===== src/rtl/rand_stim_pkg.sv =====
// Shared constants, enums and seed/LFSR helpers for the multi-channel
// pseudo-random stimulus source.
package rand_stim_pkg;

    localparam logic [31:0] RSG_TAPS32   = 32'h8020_0003;
    localparam logic [31:0] GOLDEN_RATIO = 32'h9E37_79B9;

    typedef enum logic [1:0] {
        MODE_FREE  = 2'd0,
        MODE_BURST = 2'd1,
        MODE_STEP  = 2'd2,
        MODE_HOLD  = 2'd3
    } mode_e;

    typedef enum logic {
        CH_IDLE   = 1'b0,
        CH_ACTIVE = 1'b1
    } ch_state_e;

    // An all-zero Galois LFSR state never leaves zero, so it is replaced by 1.
    function automatic logic [31:0] seed_for(input logic [31:0] seed, input logic [31:0] ch);
        logic [31:0] mix;
        mix = seed ^ (ch * GOLDEN_RATIO);
        return (mix == 32'h0) ? 32'h1 : mix;
    endfunction

    function automatic logic [31:0] lfsr_next(input logic [31:0] s);
        return (s >> 1) ^ (s[0] ? RSG_TAPS32 : 32'h0);
    endfunction

endpackage


===== src/rtl/rand_stim_lane.sv =====
// One stimulus channel: Galois LFSR, outstanding-word counter and the
// IDLE/ACTIVE state machine that owns the channel's valid.
module rand_stim_lane
    import rand_stim_pkg::*;
#(
    parameter int          CH        = 0,
    parameter int          DATA_W    = 32,
    parameter int          LFSR_W    = 32,
    parameter int          BURST_W   = 8,
    parameter logic [31:0] SEED_BASE = 32'hACE1_0001
) (
    input  logic               clk,
    input  logic               rst,
    input  logic               en,
    input  mode_e              mode,
    input  logic               start_ok,
    input  logic [BURST_W-1:0] load_len,
    input  logic               reseed,
    input  logic [31:0]        seed,
    input  logic               ready,
    output ch_state_e          state_dbg,
    output logic [DATA_W-1:0]  data,
    output logic               rem_nz
);

    logic [LFSR_W-1:0]  lfsr;
    logic [BURST_W-1:0] rem;
    logic [BURST_W-1:0] rem_dec;
    logic               hs;

    // Handshake: a word transfers on any edge where valid (state == ACTIVE)
    // and ready are both high; the LFSR then advances so the next word is
    // presented the following cycle. Data/valid never depend on ready.
    assign hs      = (state_dbg == CH_ACTIVE) && ready;
    assign rem_dec = (rem != '0) ? rem - 1'b1 : '0;
    assign rem_nz  = (rem != '0);
    assign data    = lfsr[DATA_W-1:0];

    always_ff @(posedge clk or posedge rst) begin
        if (rst) begin
            lfsr      <= seed_for(SEED_BASE, 32'(CH));
            rem       <= '0;
            state_dbg <= CH_IDLE;
        end else if (reseed) begin
            lfsr      <= seed_for(seed, 32'(CH));
            rem       <= '0;
            state_dbg <= CH_IDLE;
        end else begin
            if (hs)
                lfsr <= lfsr_next(lfsr);
            case (mode)
                MODE_FREE: begin
                    rem <= '0;
                    if (state_dbg == CH_IDLE) begin
                        if (en)
                            state_dbg <= CH_ACTIVE;
                    end else if (hs && !en) begin
                        state_dbg <= CH_IDLE;
                    end
                end
                MODE_BURST, MODE_STEP: begin
                    if (start_ok) begin
                        rem <= load_len;
                        if (load_len != '0)
                            state_dbg <= CH_ACTIVE;
                        else if (hs)
                            state_dbg <= CH_IDLE;
                    end else if (state_dbg == CH_ACTIVE) begin
                        if (hs) begin
                            rem <= rem_dec;
                            if (rem_dec == '0)
                                state_dbg <= CH_IDLE;
                        end
                    end else if (rem != '0) begin
                        // Resume a burst that was parked by HOLD.
                        state_dbg <= CH_ACTIVE;
                    end
                end
                default: begin
                    if (hs) begin
                        rem       <= rem_dec;
                        state_dbg <= CH_IDLE;
                    end
                end
            endcase
        end
    end

endmodule


===== src/rtl/rand_stim_source.sv =====
// Multi-channel pseudo-random stimulus source with per-channel valid/ready,
// runtime reseed and FREE/BURST/STEP/HOLD modes.
module rand_stim_source
    import rand_stim_pkg::*;
#(
    parameter int          NUM_CH    = 4,
    parameter int          DATA_W    = 32,
    parameter int          LFSR_W    = 32,
    parameter logic [31:0] SEED_BASE = 32'hACE1_0001,
    parameter int          BURST_W   = 8
) (
    input  logic                     clk,
    input  logic                     reset,
    input  logic                     en,
    input  logic [1:0]               mode,
    input  logic [BURST_W-1:0]       burst_len,
    input  logic                     start,
    input  logic                     reseed,
    input  logic [31:0]              seed,
    input  logic [NUM_CH-1:0]        ready,
    output logic [NUM_CH-1:0]        valid,
    output logic [NUM_CH*DATA_W-1:0] data,
    output logic                     busy,
    output logic [31:0]              word_count
);

    mode_e              mode_sel;
    logic               start_ok;
    logic [BURST_W-1:0] load_len;
    logic [NUM_CH-1:0]  rem_nz;
    ch_state_e          lane_state [NUM_CH];

    assign mode_sel = mode_e'(mode);
    // Reseed wins over start; a start during an outstanding burst is dropped.
    assign start_ok = start && en && !busy && !reseed &&
                      (mode_sel == MODE_BURST || mode_sel == MODE_STEP);
    assign load_len = (mode_sel == MODE_STEP) ? BURST_W'(1) : burst_len;
    assign busy     = |rem_nz;

    for (genvar c = 0; c < NUM_CH; c++) begin : g_lane
        rand_stim_lane #(
            .CH        (c),
            .DATA_W    (DATA_W),
            .LFSR_W    (LFSR_W),
            .BURST_W   (BURST_W),
            .SEED_BASE (SEED_BASE)
        ) u_lane (
            .clk       (clk),
            .rst       (reset),
            .en        (en),
            .mode      (mode_sel),
            .start_ok  (start_ok),
            .load_len  (load_len),
            .reseed    (reseed),
            .seed      (seed),
            .ready     (ready[c]),
            .state_dbg (lane_state[c]),
            .data      (data[c*DATA_W +: DATA_W]),
            .rem_nz    (rem_nz[c])
        );
        assign valid[c] = (lane_state[c] == CH_ACTIVE);
    end

    always_ff @(posedge clk or posedge reset) begin
        if (reset)
            word_count <= '0;
        else if (valid[0] && ready[0])
            word_count <= word_count + 32'd1;
    end

endmodule


===== config.mk =====
export PLATFORM = sky130hd
export DESIGN_NAME = rand_stim_source
export DESIGN_NICKNAME = d
export VERILOG_FILES = /design/src/rtl/rand_stim_pkg.sv /design/src/rtl/rand_stim_lane.sv /design/src/rtl/rand_stim_source.sv
export SDC_FILE = /design/constraint.sdc
export NUM_CORES = 1
export LEC_CHECK = 0
export ABC_AREA = 1
export BUFFER_PORTS_ARGS = -buffer_cell sky130_fd_sc_hd__buf_2
export CAP_MARGIN = 25
export CORE_UTILIZATION = 51
export DETAILED_ROUTE_END_ITERATION = 10
export GPL_ROUTABILITY_DRIVEN = 0
export PLACE_DENSITY_LB_ADDON = 0.08
export SYNTH_ARGS = -nofsm -noshare
export SYNTH_HDL_FRONTEND = slang
export SYNTH_SLANG_ARGS = --single-unit

===== constraint.sdc =====
create_clock -name clk -period 13.1 [get_ports clk]
set_input_delay 1.31 -clock clk [delete_from_list [all_inputs] [get_ports clk]]
set_output_delay 1.31 -clock clk [all_outputs]
set_load 0.02 [all_outputs]

After elaboration in Yosys (flattened, before gate mapping)
Index checks and enable logic that the tools add are counted.

Flip-flop bits (word level): 196. Memories: 0. Memory bits (read-only): 0. Bits in writable memories: 0. Logic and storage cells: 153. Bits in latches: 0. Input port bits: 51.

Mux-type cells: 86. Bitwise logic cells: 7. Equality and inequality tests: 6. $mul: 0. Shifts and indexed selects: 0. Order comparisons: 0. Reduce and logical (&&, ||, !) cells: 36. $add $sub $neg: 5. Div/mod/pow operators: 0.

Operators with widths (number): $mux W32 (16); $mux W8 (21); $logic_not A32 Y1 (4); $xor A31 B32 Y32 (4); $pmux W8 S2 (4); $mux W1 (41); $reduce_bool A8 Y1 (5); $add A32 B1 Y32 const B (1); $logic_not A8 Y1 (4); $sub A8 B1 Y8 const B (4); $not A20 Y20 (1); $not A19 Y19 (1); $not A18 Y18 (1); $ne A4 B2 Y1 const B (4); $logic_and A1 B1 Y1 (12); $pmux W1 S2 (4); $reduce_bool A2 Y1 (4); $reduce_or A4 Y1 (1); $logic_not A1 Y1 (3); $eq A2 B1 Y1 const B (1); $eq A2 B2 Y1 const B (1); $logic_not A2 Y1 (1); $reduce_or A2 Y1 (1); $logic_or A1 B1 Y1 (1).

Longest topological paths before layout
Gate-level depths: netlist of run 1.

Depth in word-level cells: 9. Gate-level depth with buffers: 13. Mapped depth without buffers: 13.

Modules after synthesis
A second synthesis of run 1 with hierarchy kept.

Cell total of the unflattened synthesis: 1437. Area, all modules: 11289.6 sq um.

Modules (own cells, without submodules): rand_stim_lane (g_lane[3].u_lane) (sequential area each 1047.3 sq um, cells each 315, times used 1, area an instance 2388.5 sq um); rand_stim_lane (g_lane[0].u_lane) (sequential area each 1037.2 sq um, cells each 296, times used 1, area an instance 2332.2 sq um); rand_stim_lane (g_lane[2].u_lane) (sequential area each 1048.5 sq um, cells each 283, times used 1, area an instance 2317.2 sq um); rand_stim_lane (g_lane[1].u_lane) (sequential area each 1047.3 sq um, cells each 284, times used 1, area an instance 2313.5 sq um); rand_stim_source (sequential area each 800.8 sq um, cells each 259, times used 1, area an instance 1938.1 sq um).

Worst setup path before layout of run 1
Ideal clock, no wire load.

Kind: input -> register. Start: input mode[0]. End: register g_lane[2].u_lane.rem[0]. Data required time: 13.019 ns. Arrival time: 2.769 ns. Cell stages on the path: 13. Setup slack: 10.249 ns. Setup time: 0.081 ns. Buffers on the path: 1. Cell sequence: inv_1 > ha_1 > inv_1 > nor2_1 > nand2_1 > inv_1 > nand2_4 > nor2_8 > inv_4 > buf_6 > nand2_1 > inv_1 > nor3_2.

Cells in the longest elaborated chain, start to end: 6. Elaborated cells on any way between the ends: 11. Those cells by class: eq/ne: 3; mux: 4; reduce/logical: 4.

Ends and longest elaborated chain: start, declared (RTL line rand_stim_source.sv:15) `input logic [1:0] mode,`; $eq A2 B1 Y1 / $eq A2 B2 Y1 (equally long branches) (RTL line rand_stim_lane.sv:51, rand_stim_source.sv:36, rand_stim_source.sv:37); $logic_or A1 B1 Y1 (RTL line rand_stim_source.sv:36) `(mode_sel == MODE_BURST || mode_sel == MODE_STEP);`; $logic_and A1 B1 Y1 (RTL line rand_stim_source.sv:35) `assign start_ok = start && en && !busy && !reseed &&`; $mux W8 (RTL line rand_stim_lane.sv:62) `if (start_ok) begin`; $pmux W8 S2 (RTL line rand_stim_lane.sv:51) `case (mode)`; $mux W8 (RTL line rand_stim_lane.sv:44) `end else if (reseed) begin`; end signal, assigned (RTL line rand_stim_lane.sv:63) `rem <= load_len;`; end signal, assigned (RTL line rand_stim_lane.sv:70) `rem <= rem_dec;`; end signal, assigned (RTL line rand_stim_lane.sv:81) `rem <= rem_dec;`; end, declared (RTL line rand_stim_lane.sv:27) `logic [BURST_W-1:0] rem;`.

Parallel ways exist; a longest one is shown, timed or not. A chain may end at the register's enable or synchronous reset.

Final worst setup path of run 1
Start: input ready[3]. End: register g_lane[3].u_lane.lfsr[23].

Cells in the longest elaborated chain, start to end: 2.

Ends and longest elaborated chain: start, declared (RTL line rand_stim_source.sv:20) `input logic [NUM_CH-1:0] ready,`; $logic_and A1 B1 Y1 (RTL line rand_stim_lane.sv:34) `assign hs = (state_dbg == CH_ACTIVE) && ready;`; $reduce_bool A2 Y1 (no source line); end signal, assigned (RTL line rand_stim_lane.sv:41) `lfsr <= seed_for(SEED_BASE, 32'(CH));`; end signal, assigned (RTL line rand_stim_lane.sv:45) `lfsr <= seed_for(seed, 32'(CH));`; end signal, assigned (RTL line rand_stim_lane.sv:50) `lfsr <= lfsr_next(lfsr);`; end, declared (RTL line rand_stim_lane.sv:26) `logic [LFSR_W-1:0] lfsr;`.

No other way between the ends.

==> results of run 1 <==
[cells in the final DEF (no fill, tap or decap), drive strengths merged, types with 11 or more instances in the layout]
cell type	synthesis	routed
nor2	190	190
ha	12	12
xor2	23	23
a211oi	12	12
nand3	65	65
clkbuf	46	17
a21oi	102	102
o22ai	14	14
o21ai	170	170
inv	143	147
dfstp	61	61
nand4	19	19
xnor2	17	17
nor3	27	27
nor4	17	17
dfrtp	135	135
nand2	297	297
buf	15	222
clkinv	0	11
[critical path, stage by stage]
cell	delay, ns
buf_2	0.11
nand2_1	0.55
inv_1	0.42
nor2_1	0.75
inv_1	0.66
o21ai_0	0.35
a21oi_1	0.07
[power groups by stage]
stage / combinational [mW] / clock [mW] / sequential (mW)
after floorplan: 0.256 / 0 / 0.815
after global placement: 0.465 / 0 / 0.762
after detailed placement: 0.474 / 0 / 0.762
after CTS: 0.476 / 0.544 / 0.752
after global routing: 0.528 / 0.570 / 0.762
final: 0.477 / 0.539 / 0.753
[stage by stage]
step                      cells  total power, mW
after floorplan            1404             1.07
after global placement     1834             1.23
after detailed placement   1835             1.24
after CTS                  1867             1.77
after global routing       1867             1.86
final                      1867             1.77
[cell families (layout without fill, tap and decap cells)]
logic type | count (synthesis) | in the layout | share of synthesized area [%]
and+or+nand+nor | 628 | 628 | 25.6
AOI/OAI and AO/OA | 324 | 324 | 16.2
buffers and inverters | 204 | 397 | 7.45
DFF | 196 | 196 | 46.2
xor gates and xnor gates | 40 | 40 | 3.25
adders and majority gates | 12 | 12 | 1.39
[layer usage]
metal | wire (um) | GRT usage [%]
met2 | 16200 | 51.9
met1 | 14300 | 42.9
met5 | 0 | 0
met4 | 1450 | 14.9
met3 | 2400 | 6.14
[cells in the mapped netlist, types with 4 or more instances]
| cell type | n | area share [%] |
|---|---|---|
| a21oi_1 | 102 | 4.7 |
| xnor2_1 | 17 | 1.4 |
| nand3_1 | 65 | 3.0 |
| nor4_1 | 16 | 0.93 |
| nor2_1 | 181 | 6.3 |
| buf_1 | 5 | 0.17 |
| o22ai_1 | 14 | 0.81 |
| o21ai_0 | 169 | 7.8 |
| a211oi_1 | 12 | 0.84 |
| nor3_2 | 7 | 0.65 |
| a31oi_1 | 9 | 0.52 |
| inv_1 | 139 | 4.8 |
| nor3_1 | 17 | 0.79 |
| a22oi_1 | 7 | 0.49 |
| nand2_2 | 4 | 0.23 |
| or2_2 | 8 | 0.46 |
| clkbuf_1 | 46 | 1.6 |
| buf_2 | 4 | 0.19 |
| xor2_1 | 23 | 1.9 |
| ha_1 | 12 | 1.4 |
| buf_4 | 4 | 0.28 |
| nor2_2 | 6 | 0.35 |
| o211ai_1 | 4 | 0.28 |
| nand4_1 | 19 | 1.1 |
| nand2_1 | 291 | 10 |
| dfrtp_1 | 135 | 31 |
| dfstp_2 | 61 | 15 |
[flip-flops by register name, indices dropped and copies added (netlist names)]
signal,flops
g_lane.u_lane.data,128
g_lane.u_lane.rem,32
word_count,32
g_lane.u_lane.state_dbg,4
[area by class of cell]
type,count,area share [%]
Clock buffer,17,3.37
Clock inverter,15,1.49
Inverter,143,4.34
Multi-Input combinational cell,1004,39.6
Sequential cell,196,39.4
Tap cell,270,2.67
Timing Repair Buffer,222,9.09
[worst min-delay path by stage]
stage                                end  slack, ns  depth (start not counted)
5_1_grt        g_lane[3].u_lane.data[10]       0.52                          2
6_report                  word_count[25]       0.49                          1
3_5_place_dp    g_lane[1].u_lane.data[7]       0.48                          2
2_1_floorplan    g_lane[3].u_lane.rem[7]       0.49                          2
4_1_cts         g_lane[1].u_lane.data[7]       0.49                          2
3_3_place_gp              word_count[31]       0.46                          1
==> summary.md, run 1 <==
| Metric | Value |
|---|---|
| Vias per cell | `5.64` |
| Setup TNS | `0 ns` |
| Max Clock Skew | `0.0128 ns` |
| # Post-CTS Setup Buffers | `0` |
| Crit Reg-Reg Startpoint | `g_lane[3].u_lane.state_dbg` |
| Clock sinks | `196` |
| Cell Int Power | `1.09 mW` |
| CTS tree | `done` |
| Crit end category | `register` |
| Combinational Power Share | `26.9%` |
| Worst slew pin tran | `0.965 ns` |
| Switching fraction of total power | `38.2%` |
| Grt ovf | `0` |
| Diodes inserted | `0` |
| Ys async rst share | `100%` |
| Fin crit period | `3.91 ns` |
| Slew Limit Fails | `0` |
| Outcome | `complete, no violations` |
| Hold Crit Class | `reg -> reg` |
| Post-Route WL | `34.4 mm` |
| Synthesis Warnings | `0` |
| Core area | `0.0205 mm2` |
| Residual DRC count | `0` |
| Critical path class | `in -> reg` |
| Die width | `147 um` |
| Count of cell types in the netlist | `43` |
| Final HPWL DP | `25.1 mm` |
| WHS | `0.490 ns` |
| Total GRT Usage | `32.5%` |
| Flop pwr share | `42.6%` |
| IO Pins | `216` |
| Clock Latency Late Sink | `0.45 ns` |
| Critical Path RT | `13.42 ns` |
| EDFF count, synth | `0` |
| Clk root buf | `clkbuf_16` |
| Syn Std Cell Area | `0.0108 mm2` |
| Reg2Reg Depth | `6` |
| # rows | `52` |
| Arr. time, crit path | `4.23 ns` |
| Die Footprint | `0.0217 mm2` |
| Filler instances | `1,890` |
| Maximum clock rate | `256 MHz` |
| Pin count of the biggest net entering global routing | `105` |
| Htree depth | `4` |
| Clock network power share | `30.5%` |
| Core Util, Final | `61.6%` |
| Synth Net Count | `1,467` |
| Final period util | `29.9%` |
| Synthesized instance count | `1,404` |
| Worst-path fanout max | `29` |
| Clock buffer depth | `2` |
| Die height | `147 um` |
| Yosys reg bits | `196` |
| Leak pwr | `6.28 nW` |
| Final count of negative-setup-slack endpoints | `0` |
| Pre-CTS WS | `8.82 ns` |
| Sequential-to-total area share from yosys stat | `46.2%` |
| Max Cap Violations | `0` |
| Initial cell density of the core | `52.6%` |
| Drt wl/cell | `18.4 um` |
| Worst setup endpoint | `g_lane[3].u_lane.data[23]` |
| Max_slew headroom | `35.6%` |
| Placement Cell Area | `0.0120 mm2` |
| Layout area overhead | `17.1%` |
| RSZ-0062 raised after global routing | `no` |
| Final instance area | `0.0126 mm2` |
| HP Start | `word_count[25]` |
| Cts repair resizes | `0` |
| Worst vdd ir | `0.102 mV` |
| Critical path launch point type | `input port` |
| Critical path origin | `ready[3]` |
| Syn Area/Cell | `7.68 um2` |
| Sequential cell area | `0.00498 mm2` |
| Multi-input gate area | `0.00500 mm2` |
| First-pass GRT wire length | `54.6 mm` |
| Vias post-DR | `10,530` |
| Total CTS buffers | `17` |
| Final Worst Setup Slack | `9.19 ns` |
| Worst reg-to-reg setup slack | `9.75 ns` |
| DR pass1 iterations | `5` |
| Post-CTS Hold Buffers | `0` |
| Share of cells above drive strength 1 | `22.6%` |
| Net count, final | `1,647` |
| IO Port Bufs | `215` |
| Clock transition at path regs | `0.09 ns` |
| Hold Violations, Final | `0` |
| Switching Power | `0.676 mW` |
| Drt initial violations | `1,047` |
| Pwr dens | `140 mW/mm2` |
| Routed Antenna Nets | `0` |
| Initial antenna violation count | `1` |
| Vias in the first global route | `9,877` |
| FF-to-FF End | `g_lane[3].u_lane.data[23]` |
| Post-synth top flop | `dfrtp_1` |
Power figures use the tool's default switching activity.
==> run 2, diff against run 1 <==
--- a/config.mk
+++ b/config.mk
@@ -5,7 +5,7 @@
 export SDC_FILE = /design/constraint.sdc
 export NUM_CORES = 1
 export LEC_CHECK = 0
-export ABC_AREA = 1
+export ABC_AREA = 0
 export BUFFER_PORTS_ARGS = -buffer_cell sky130_fd_sc_hd__buf_2
 export CAP_MARGIN = 25
 export CORE_UTILIZATION = 51
==> constraint.sdc (replaced) <==
create_clock -name clk -period 3.6 [get_ports clk]
set_input_delay 0.36 -clock clk [delete_from_list [all_inputs] [get_ports clk]]
set_output_delay 0.36 -clock clk [all_outputs]
set_load 0.02 [all_outputs]
==> run 2 against run 1 <==
Compared with the run above: combinational power rose to 2.6 times the previous value; via count fell by 13%; sequential power rose to 3.5 times the previous value; highest routed layer unchanged; critical path depth fell by 1; worst hold slack got worse by 0.46 ns; clock power rose to 3.6 times the previous value; routed wire length fell by 11%; flip-flop and latch count did not move; final cell count fell by 17%; design area fell by 4.0%; die area fell by 5.1%.
==> summary.md, run 2 <==
| Metric | Value |
|---|---|
| Vias per cell | `5.91` |
| CP bufs+invs | `2` |
| Drt initial violations | `556` |
| Ys async rst share | `100%` |
| Reg2Reg Depth | `7` |
| Clock Latency Late Sink | `0.43 ns` |
| IO Port Bufs | `215` |
| Initial antenna violation count | `1` |
| Total GRT Usage | `30.0%` |
| Maximum clock rate | `323 MHz` |
| Critical path launch point type | `register` |
| CP Cell Sequence | `inv_1, ha_1, or4b_1, nor2_1, nand3_1, buf_2` |
| Grt ovf | `0` |
| Most common cell after layout, fill and taps aside | `buf_2` |
| Max Clock Skew | `0.0105 ns` |
| Syn Area/Cell | `9.48 um2` |
| Routed Antenna Nets | `0` |
| IO Pins | `216` |
| Worst slew pin tran | `1.02 ns` |
| Vias post-DR | `9,116` |
| Synthesized instance count | `1,079` |
| Final count of negative-setup-slack endpoints | `0` |
| Synth area leader | `dfrtp_1` |
| Synthesis Warnings | `0` |
| Sequential-to-total area share from yosys stat | `48.7%` |
| Crit Reg-Reg Startpoint | `g_lane[3].u_lane.rem[0]` |
| Hold Violations, Final | `0` |
| Post-Route WL | `30.7 mm` |
| EDFF count, synth | `0` |
| Initial cell density of the core | `52.2%` |
| First-pass GRT wire length | `46.9 mm` |
| Yosys reg bits | `196` |
| Leak pwr | `5.74 nW` |
| # Post-CTS Setup Buffers | `0` |
| Top cells by area, synth | `dfrtp_1 33%, dfstp_2 16%, mux2i_1 6.5%` |
| Setup TNS | `0 ns` |
| Worst reg-to-reg setup slack | `0.66 ns` |
| Share of cells above drive strength 1 | `26.9%` |
| Hold Crit Class | `in -> async` |
| Count of cell types in the netlist | `71` |
| Layout area overhead | `18.5%` |
| # rows | `51` |
| DR pass1 iterations | `5` |
| Critical Path RT | `3.24 ns` |
| Vias in the first global route | `8,289` |
| Top cells by count, synth | `171 x nand2_1, 135 x dfrtp_1, 90 x a21oi_1` |
| Max_slew headroom | `30.7%` |
| Critical path class | `reg -> out` |
| Crit end category | `output port` |
| Clock transition at path regs | `0.08 ns` |
| Worst-path fanout max | `11` |
| CTS tree | `done` |
| Core area | `0.0196 mm2` |
| Synth Net Count | `1,142` |
| Max FFs per register | `128` |
| Top-count cell post-synth | `nand2_1` |
| Slew Limit Fails | `0` |
| Die Footprint | `0.0206 mm2` |
| Clk root buf | `clkbuf_16` |
| Max incr delay on CP | `0.64 ns` |
| Post-CTS Hold Buffers | `0` |
| Total CTS buffers | `17` |
| Die width | `144 um` |
| Highest-count cells in the layout ignoring fill and taps | `216 x buf_2, 170 x nand2_1, 135 x dfrtp_1` |
| Residual DRC count | `0` |
| Htree depth | `4` |
| Fin crit period | `3.09 ns` |
| FF-to-FF End | `g_lane[1].u_lane.rem[4]` |
| Final period util | `86.0%` |
| Filler instances | `1,738` |
| Critical path's top delay family | `simple AND/OR/NAND/NOR gates` |
| Max Cap Violations | `0` |
| Pwr dens | `480 mW/mm2` |
| Syn Std Cell Area | `0.0102 mm2` |
| Clock buffer depth | `2` |
| Clock sinks | `196` |
| Pin count of the biggest net entering global routing | `91` |
| Cts repair resizes | `0` |
| Net count, final | `1,326` |
| Outcome | `complete, no violations` |
| Die height | `144 um` |
| Drt wl/cell | `19.9 um` |
| Worst vdd ir | `0.331 mV` |
| Slowest-stage cell, CP | `nor2_1` |
| Arr. time, crit path | `2.73 ns` |
| Critical path origin | `g_lane[3].u_lane.rem[0]` |
| Synth top area share | `33.0%` |
| Pwr Total | `5.82 mW` |
| Post-synth top flop | `dfrtp_1` |
| Final HPWL DP | `22.0 mm` |
| RSZ-0062 raised after global routing | `no` |
## run 2: cell types whose count changed after synthesis, moves of 12 or more
| cell | change |
|---|---|
| nand3_1 | -46 |
| a21boi_0 | +23 |
| xnor2_1 | +19 |
| mux2i_1 | +66 |
| nor2_1 | -116 |
| a31oi_1 | +42 |
| a21oi_1 | -12 |
| o21bai_1 | +12 |
| o22ai_1 | -13 |
| inv_1 | -117 |
| and3_1 | +22 |
| o21ai_0 | -133 |
| nand2_1 | -120 |
| nor3_1 | +18 |
## run 2: stage by stage
stage	instance area [um2]	utilization (%)	setup WS [ns]	cells	hold slack, ns
3_5_place_dp	11500	58.7	0.740	1508	0.455
5_1_grt	12100	61.9	0.404	1541	0.0808
4_1_cts	12100	61.7	0.588	1540	0.0455
2_1_floorplan	10200	-	0.757	1079	0.413
3_3_place_gp	11500	58.7	0.843	1507	0.451
6_report	12100	61.9	0.505	1542	0.0334
## run 2: final cells by class
cell class	count	area [um2]	area share [%]
multi-input cells	796	4880	40.3
well taps	265	332	2.73
inverters	23	91.3	0.753
repair buffers	229	1240	10.2
clock inverters	14	171	1.41
diodes	1	2.50	0.0206
flip-flops and latches	196	4980	41.1
clock buffers	18	429	3.54
## run 2: worst max-delay path by stage
stage | endpoint | slack (ns) | cells after the start
after global routing | busy | 0.40 | 6
after global placement | g_lane[1].u_lane.rem[4] | 0.84 | 7
final | busy | 0.51 | 6
after detailed placement | g_lane[1].u_lane.rem[5] | 0.74 | 7
after CTS | busy | 0.59 | 6
after floorplan | g_lane[0].u_lane.data[10] | 0.76 | 1
## run 2: power breakdown
| group | switching [mW] | total, mW | internal [mW] |
|---|---|---|---|
| logic | 0.797 | 1.23 | 0.429 |
| registers | 0.194 | 2.64 | 2.44 |
| clock network | 0.912 | 1.96 | 1.05 |
| total | 1.90 | 5.82 | 3.92 |
## run 2: per-layer routing
metal  global-route usage (%)  vias to the layer above  part of all wire (%)  wire length (um)
li1                         -                     4239                     -                 -
met1                     39.0                     4505                    42             12900
met2                     49.2                      322                    48             14800
met3                     6.73                       50                   6.9              2110
met4                     10.8                        0                   2.8               868
met5                        0                        -                     0                 0
## run 2: kinds of logic (layout without fill, tap and decap cells)
family / after synthesis / count (layout) / share of synthesized area (%)
simple gates: 411 / 411 / 19.9
buf+inv: 87 / 284 / 3.61
mux: 70 / 70 / 6.90
other cells: 0 / 1 / 0
compound gates: 255 / 255 / 15.3
fa+ha+maj: 12 / 12 / 1.47
flops: 196 / 196 / 48.7
xor+xnor: 48 / 48 / 4.11
## run 2: worst reg2reg max path: cells and delay by family, from the launching register on
kind,cells,cell delay [ns]
compound gates,1,0.27
fa+ha+maj,1,0.19
buf+inv,1,0.10
flops,1,0.44
simple gates,4,1.84
==> run 3, diff against run 2 <==
--- a/config.mk
+++ b/config.mk
@@ -11,6 +11,7 @@
 export CORE_UTILIZATION = 51
 export DETAILED_ROUTE_END_ITERATION = 10
 export GPL_ROUTABILITY_DRIVEN = 0
+export HOLD_SLACK_MARGIN = 0.15
 export PLACE_DENSITY_LB_ADDON = 0.08
 export SYNTH_ARGS = -nofsm -noshare
 export SYNTH_HDL_FRONTEND = slang
==> run 3 against run 2 <==
Compared with the run above: register-to-register slack improved by 0.05 ns; critical path depth did not move; via count grew 0.19%; final cell count rose by 0.19%; worst hold slack better by 0.16 ns; clock power about the same; critical path type unchanged; largest power group unchanged.
==> summary.md, run 3 (synthesized netlist as in run 2, its figures left out) <==
| Metric | Value |
|---|---|
| Outcome | `complete, no violations` |
| Vias per cell | `5.91` |
| Non-filler instance count after layout | `1,545` |
| Vias post-DR | `9,133` |
| Worst reg-to-reg setup slack | `0.71 ns` |
| Worst slew pin tran | `1.01 ns` |
| Clock buffer depth | `2` |
| Highest-count cells in the layout ignoring fill and taps | `216 x buf_2, 170 x nand2_1, 135 x dfrtp_1` |
| FF-to-FF End | `g_lane[1].u_lane.rem[4]` |
| Fin crit period | `3.06 ns` |
| Final HPWL DP | `22.0 mm` |
| IO Port Bufs | `215` |
| Pwr Total | `5.82 mW` |
| Net count, final | `1,329` |
| Switching Power | `1.90 mW` |
| Cell Int Power | `3.92 mW` |
| Worst vdd ir | `0.333 mV` |
| First-pass GRT wire length | `47.0 mm` |
| Met2 wire len | `14.7 mm` |
| Clk root buf | `clkbuf_16` |
| Core area | `0.0196 mm2` |
| Crit Reg-Reg Startpoint | `g_lane[3].u_lane.rem[0]` |
| Max Clock Skew | `0.0108 ns` |
| CTS tree | `done` |
| Switching fraction of total power | `32.6%` |
| Worst-path fanout max | `11` |
| Critical path launch point type | `register` |
| Max FFs per register | `128` |
| Initial cell density of the core | `52.2%` |
| Setup TNS | `0 ns` |
| Total GRT Usage | `30.1%` |
| Slew Limit Fails | `0` |
| Die height | `144 um` |
| DR WL met3 | `2.19 mm` |
| Most common cell after layout, fill and taps aside | `buf_2` |
| Final period util | `84.9%` |
| Worst setup endpoint | `busy` |
| Crit end category | `output port` |
| Drt initial violations | `622` |
| Pwr dens | `479 mW/mm2` |
| Max Cap Violations | `0` |
| Max_slew headroom | `32.0%` |
| DR pass1 iterations | `5` |
| CP Cell Sequence | `inv_1, ha_1, or4b_1, nor2_1, nand3_1, buf_2` |
| Filler instances | `1,733` |
| RSZ-0062 raised after global routing | `no` |
| Arr. time, crit path | `2.70 ns` |
| Hold Violations, Final | `0` |
| Reg2Reg Depth | `7` |
| Grt ovf | `0` |
| Critical Path RT | `3.24 ns` |
| Hold Crit Class | `in -> reg` |
| Routed Antenna Nets | `0` |
| Slowest-stage cell, CP | `nor2_1` |
| Die Footprint | `0.0206 mm2` |
| Post-Route WL | `30.7 mm` |
| Critical path class | `reg -> out` |
| Initial antenna violation count | `1` |
| Core Util, Final | `62.0%` |
| Drt wl/cell | `19.9 um` |
| Clock network power share | `33.7%` |
| Share of cells above drive strength 1 | `26.8%` |
| WHS | `0.191 ns` |
| Placed insts | `1,508` |
| Die width | `144 um` |
| Max incr delay on CP | `0.60 ns` |
| Flop pwr share | `45.3%` |
| Maximum clock rate | `327 MHz` |
| Clock sinks | `196` |
| Critical path origin | `g_lane[3].u_lane.rem[0]` |
| Met1 WL | `12.9 mm` |
| Vias in the first global route | `8,314` |
| # rows | `51` |
| Leak pwr | `5.75 nW` |
| Htree depth | `4` |
| Clock Latency Late Sink | `0.43 ns` |
| Pin count of the biggest net entering global routing | `91` |
| Combinational Power Share | `21.1%` |
| DR top layer | `met4` |
| Clock transition at path regs | `0.08 ns` |
| Total CTS buffers | `17` |
| Residual DRC count | `0` |
| Final count of negative-setup-slack endpoints | `0` |
| IO Pins | `216` |
| # Post-CTS Setup Buffers | `0` |
| Layout area overhead | `18.8%` |
[run 3: per-layer routing]
metal / global-route usage [%] / vias up
met5: 0 / -
met4: 11.1 / 0
met3: 6.66 / 50
met2: 49.1 / 333
met1: 39.1 / 4503
li1: - / 4247
[run 3: final cells by class]
class                   count  area, um2  area share [%]
repair buffers            232       1270            10.4
multi-input cells         796       4880            40.2
inverters                  23       91.3           0.751
flip-flops and latches    196       4980            41.0
clock inverters            14        171            1.41
clock buffers              18        429            3.53
diodes                      1       2.50          0.0206
well taps                 265        332            2.73
[run 3: worst max-delay path, delay by kind of cell (launching register included)]
family	cells	cell delay [ns]
buffers and inverters	2	0.31
flip-flops	1	0.44
adder cells (fa/ha/maj)	1	0.19
AND/OR/NAND/NOR	3	1.31
[run 3: how the worst min path moves through the flow]
stage | from | to | depth (start not counted)
floorplan | seed[11] | g_lane[1].u_lane.data[11] | 1
global placement | word_count[31] | word_count[31] | 1
detailed placement | word_count[31] | word_count[31] | 1
CTS | seed[4] | g_lane[1].u_lane.data[4] | 2
global route | seed[4] | g_lane[1].u_lane.data[4] | 2
finish | seed[4] | g_lane[1].u_lane.data[4] | 2
[run 3: metrics by stage]
step	setup slack [ns]	area, um2
2_1_floorplan	0.757	10200
3_3_place_gp	0.843	11500
6_report	0.544	12200
3_5_place_dp	0.740	11500
4_1_cts	0.588	12100
5_1_grt	0.404	12200
[run 3: what timing repair did]
action                    in CTS  in global routing
resized for setup              0                  0
hold buffers                   3                  0
hold endpoints to repair      15                  0
[run 3: power groups by stage]
stage / sequential [mW] / combinational, mW / clock (mW)
floorplan: 2.84 / 0.593 / 0
global placement: 2.67 / 1.20 / 0
detailed placement: 2.67 / 1.22 / 0
CTS: 2.63 / 1.22 / 1.99
global route: 2.66 / 1.33 / 2.07
finish: 2.64 / 1.23 / 1.96
